`config.mk`:
```
export PLATFORM = sky130hd
export DESIGN_NAME = vga_fb_arbiter
export DESIGN_NICKNAME = d
export VERILOG_FILES = /design/src/rtl/vga_fb_arbiter.sv
export SDC_FILE = /design/constraint.sdc
export NUM_CORES = 1
export LEC_CHECK = 0
export CORE_ASPECT_RATIO = 1.25
export CORE_UTILIZATION = 36
export CTS_CLUSTER_DIAMETER = 200
export DETAILED_ROUTE_END_ITERATION = 8
export GPL_ROUTABILITY_DRIVEN = 0
export PLACE_DENSITY = 0.75
export SYNTH_ARGS = -nofsm -noshare
export SYNTH_HDL_FRONTEND = slang
export SYNTH_SLANG_ARGS = --single-unit
```
`constraint.sdc`:
```
create_clock -name clk25 -period 3.1 [get_ports clk25]
set_input_delay 0.62 -clock clk25 [delete_from_list [all_inputs] [get_ports clk25]]
set_output_delay 0.62 -clock clk25 [all_outputs]
set_load 0.01 [all_outputs]
```
`src/rtl/vga_fb_arbiter.sv`:
```
// Frame-buffer arbiter: display fetch is time-sliced off the VGA counters and
// serialised to pixels; all other memory cycles are handed to one CPU port.
module vga_fb_arbiter #(
  parameter int unsigned H_ACTIVE = 640,
  parameter int unsigned V_ACTIVE = 400,
  parameter int unsigned ADDR_W   = 15,
  parameter int unsigned DATA_W   = 64
) (
  input  logic              clk25,
  input  logic              reset,
  input  logic [9:0]        horizontal,
  input  logic [8:0]        vertical,
  input  logic              disp_en,
  output logic              disp_running,
  output logic [7:0]        pix_out,
  output logic              pix_valid,
  input  logic              cpu_req,
  input  logic              cpu_we,
  input  logic [ADDR_W-1:0] cpu_addr,
  input  logic [DATA_W-1:0] cpu_wdata,
  output logic              cpu_ack,
  output logic              cpu_rvalid,
  output logic [DATA_W-1:0] cpu_rdata,
  output logic              mem_en,
  output logic              mem_we,
  output logic [ADDR_W-1:0] mem_addr,
  output logic [DATA_W-1:0] mem_wdata,
  input  logic [DATA_W-1:0] mem_rdata
);

  localparam int unsigned WORDS_PER_LINE = H_ACTIVE / 8;
  localparam int unsigned PIX_W          = 8;
  localparam logic [9:0]  H_ACT          = 10'(H_ACTIVE);
  localparam logic [8:0]  V_ACT          = 9'(V_ACTIVE);
  localparam logic [9:0]  H_LAST         = 10'd799;
  localparam logic [8:0]  V_LAST         = 9'd448;

  logic              in_window;
  logic              slot;
  logic [ADDR_W-1:0] disp_addr;
  logic              win_d1;
  logic [DATA_W-1:0] shift_reg;
  logic [DATA_W-1:0] rdata_q;

  // Fetch window and the one-in-eight slot inside it
  assign in_window = disp_running && (vertical < V_ACT) && (horizontal < H_ACT);
  assign slot      = in_window && (horizontal[2:0] == 3'd0);
  assign disp_addr = ADDR_W'(vertical) * ADDR_W'(WORDS_PER_LINE) + ADDR_W'(horizontal[9:3]);

  // Display slot always wins; CPU gets every other cycle it asks for
  assign cpu_ack   = reset && cpu_req && !slot;
  assign mem_en    = reset && (slot || cpu_req);
  assign mem_we    = cpu_ack && cpu_we;
  assign mem_addr  = slot ? disp_addr : cpu_addr;
  assign mem_wdata = cpu_wdata;

  // Read data is forwarded in its valid cycle and held afterwards
  assign cpu_rdata = cpu_rvalid ? mem_rdata : rdata_q;
  assign pix_out   = pix_valid ? shift_reg[PIX_W-1:0] : '0;

  always_ff @(posedge clk25 or negedge reset) begin
    if (!reset) begin
      disp_running <= 1'b0;
      win_d1       <= 1'b0;
      pix_valid    <= 1'b0;
      shift_reg    <= '0;
      cpu_rvalid   <= 1'b0;
      rdata_q      <= '0;
    end else begin
      if (horizontal == H_LAST && vertical == V_LAST)
        disp_running <= disp_en;
      win_d1    <= in_window;
      pix_valid <= win_d1;
      // Word arrives the cycle after its slot; byte 0 is the leftmost pixel
      if (horizontal[2:0] == 3'd1)
        shift_reg <= mem_rdata;
      else
        shift_reg <= shift_reg >> PIX_W;
      cpu_rvalid <= cpu_ack && !cpu_we;
      if (cpu_rvalid)
        rdata_q <= mem_rdata;
    end
  end

endmodule
```
==> flow_summary.yaml <==
sta:
  rsz0062_at_grt: "yes"
  maxSlewHeadroom_pct: 53.2
  fin_skew_ns: 0.00775
  hold_viol_final: 0
  hold_ws_ns: 0.344
  max_freq_mhz: 279
  drv_slew: 0
  tightest_slew_ns: 0.702
  period_share_pct: 116
  fin_ws_ns: -0.487
  finalSetupViolCount: 5
  min_period_ns: 3.59
clock_network:
  cts_tree: "built"
  postCtsHoldBufs: 0
  root_buffer: "clkbuf_16"
  clock_sinks: 132
  clkLatencyLatePin_ns: 0.40
  clock_path_buffers: 2
  numCtsBuffers: 17
  path_clk_slew_ns: 0.05
  htree_levels: 4
final_layout:
  final_area_sq_mm: 0.00933
  layout-drive-gt1-share_pct: 40.6
  ff_latch_area_sq_mm: 0.00330
  multi_input_area_sq_mm: 0.00271
  fill_cells: 1416
  final_nets: 853
  antenna_cells: 0
  area_delta_synth_final_pct: 48.4
logic_synthesis:
  synth-seq-cells: 132
  async_reset_ff_share_pct: 100
  yosysUniqueCellTypes: 47
  syn_inst: 473
  syn_area_sq_mm: 0.00629
  synth_edf_count: 0
  synthTopCellsByArea: "dfrtp_1 (53%), mux2_2 (23%), buf_4 (7.6%), ha_1 (3.4%), and2_1 (1.7%)"
  syn_area_per_cell_sq_um: 13.3
  yosys.area.top_type: "dfrtp_1"
  yosysWarnings: 0
  syn_nets: 659
  ys.flop_type: "dfrtp_1"
  seq_area_frac_synth_pct: 52.5
  yosysTopAreaCellShare_pct: 52.5
run_status:
  violations: "negative setup slack"
  status: "finished with violations"
setup_path:
  worstSetupEndpointType: "primary output"
  cp_max_fo: 3
  critPathArrivalTime_ns: 2.97
  critPathKind: "in2out"
  cp-start-kind: "primary input"
  critPathRequiredTime_ns: 2.48
flow_run:
  maxCapViolations: 0
floorplanning:
  ioPinCount: 324
  fp.dieW_microns: 120
  start_util_pct: 37.0
  rows: 53
  design.die.area_sq_mm: 0.0180
  core_area_sq_mm: 0.0170
  fp.dieH_microns: 150
grt:
  grt_pass1_wl_microns: 25000
  grt_pass1_vias: 4981
  grt_max_degree: 133
  grtUsageTotal_pct: 18.2
  antenna_found_initial: 0
  overflow: 0
pwr:
  power_frac_comb_pct: 25.1
  switching_share_pct: 25.4
  p_seq_share_pct: 37.3
  power_frac_clock_pct: 37.6
  intPower_mw: 4.02
  vdd_drop_max_mv: 0.527
  p_per_area_mw_per_mm2: 577
  total_power_mw: 5.39
  leakagePower_nw: 4.10
  p_sw_mw: 1.37
route:
  routedWlPerCell_microns: 17.7
  final_antenna_net_count: 0
  firstDrtPassIters: 4
  vias: 4379
  drt_wl_total_microns: 15900
  drt_iter0_drc: 158
  route.detailed.drc: 0
  viasPerCell: 4.87
place:
  preCtsSetupSlack_ns: -1.33
  io_buffers: 195
  placed_cell_area_sq_mm: 0.00843
  post-dp-hpwl_microns: 11300
min_path:
  hp-class: "reg2reg"
[logic make-up (layout without fill, tap and decap cells)]
family,Yosys count,in the layout,synth area share (%)
flops,132,132,52.5
mux,127,127,22.7
buf+inv,87,293,9.27
simple gates,66,66,6.13
compound gates,33,33,4.04
fa+ha+maj,19,19,4.02
xor+xnor,9,9,1.25
[routing by layer]
| layer | GRT usage, % | up-vias | routed length (microns) |
|---|---|---|---|
| li1 | - | 1979 | - |
| met1 | 20.2 | 2155 | 6320 |
| met2 | 29.5 | 222 | 7690 |
| met3 | 9.76 | 23 | 1620 |
| met4 | 6.25 | 0 | 313 |
| met5 | 0 | - | 0 |
[synthesized netlist by cell type (2+ instances only)]
master and number:
nor3_1 4, nand3_1 4, xor2_1 6, o21ai_0 7, xnor2_1 3, clkbuf_1 10, nor2_1 7, nand4_1 2
inv_1 6, nor4_1 3, buf_4 64, o21bai_1 2, dfrtp_1 132, o21a_1 2, nor2b_1 4, fa_1 2
a221oi_1 2, mux2_2 126, nor3b_1 3, and2_1 17, a211oi_2 2, ha_1 17, a21oi_1 2, nand2_1 13
buf_2 5, nor4bb_1 2, o21ai_1 6
[metrics by stage]
| stage | setup TNS, ns | util, % | std cells |
|---|---|---|---|
| after detailed placement | -10.63 | 49.6 | 852 |
| after CTS | -1.46 | 54.5 | 897 |
| final | -1.72 | 55.0 | 899 |
| after floorplan | 0 | - | 473 |
| after global routing | -2.22 | 55.0 | 899 |
| after global placement | -9.83 | 49.6 | 852 |
[cell usage in the layout (no fill, tap or decap), drive strengths merged, types with 2 or more instances in the layout]
master         synthesis  routed
dlygate4sd2            0      13
nor3                   4       4
clkinvlp               0       3
clkbuf                11      17
a21oi                  2       2
clkdlybuf4s50          0     165
inv                    7      11
nor2b                  4       4
buf                   69      75
ha                    17      17
nand4                  2       2
a221oi                 2       2
nor3b                  3       3
xnor2                  3       3
o21ai                 13      13
mux2                 127     127
o21bai                 2       2
o21a                   2       2
a211oi                 3       3
xor2                   6       6
nor2                   7       7
bufinv                 0       3
and2                  17      17
dfrtp                132     132
fa                     2       2
clkinv                 0       4
nor4                   3       3
nand3                  5       5
nor4bb                 2       2
nand2                 14      14
[worst max-delay path: stages]
cell and delay (ns):
buf_8 0.10, ha_4 0.23, ha_4 0.16, fa_2 0.36, a211oi_4 0.34, nor2_4 0.11
nor4_4 0.31, buf_4 0.16, nand4_1 0.12, o21bai_1 0.20, nand3_1 0.10, buf_2 0.14
[cell type report]
class | instances | area share (%)
clock buffer | 17 | 4.56
clock inverter | 14 | 1.90
inverter | 7 | 0.282
multi-input combinational | 254 | 29.1
sequential | 132 | 35.4
tap | 220 | 2.95
timing repair buffer | 255 | 25.8
[worst paths after layout]
| kind | start | endpoint | slack [ns] | cells after the start |
|---|---|---|---|---|
| setup / recovery | vertical[3] | mem_addr[14] | -0.49 | 12 |
| hold / removal | win_d1 | pix_valid | 0.34 | 0 |
| setup reg to reg | cpu_rvalid | rdata_q[38] | 1.68 | 2 |
| hold reg to reg | win_d1 | pix_valid | 0.34 | 0 |
| max in group asynchronous | reset | rdata_q[45] | 2.22 | 2 |
| min in group asynchronous | reset | rdata_q[19] | 0.35 | 2 |
[timing repair]
action / in CTS / in global routing
pin swaps: 22 / 10
cloned: 0 / 0
gates resized for setup: 104 / 16
setup endpoints to repair: 18 / 9
endpoints found under the hold margin: 0 / 0
setup buffers: 14 / 2
[power groups by stage]
stage          Combinational [mW]  Clock [mW]  Sequential (mW)
6_report                     1.35        2.02             2.01
5_1_grt                      1.45        2.15             2.04
4_1_cts                      1.33        2.08             2.02
3_5_place_dp                 1.25           0             2.05
3_3_place_gp                 1.23           0             2.03
2_1_floorplan               0.642           0             2.02
(Power assumes the default switching activity.)
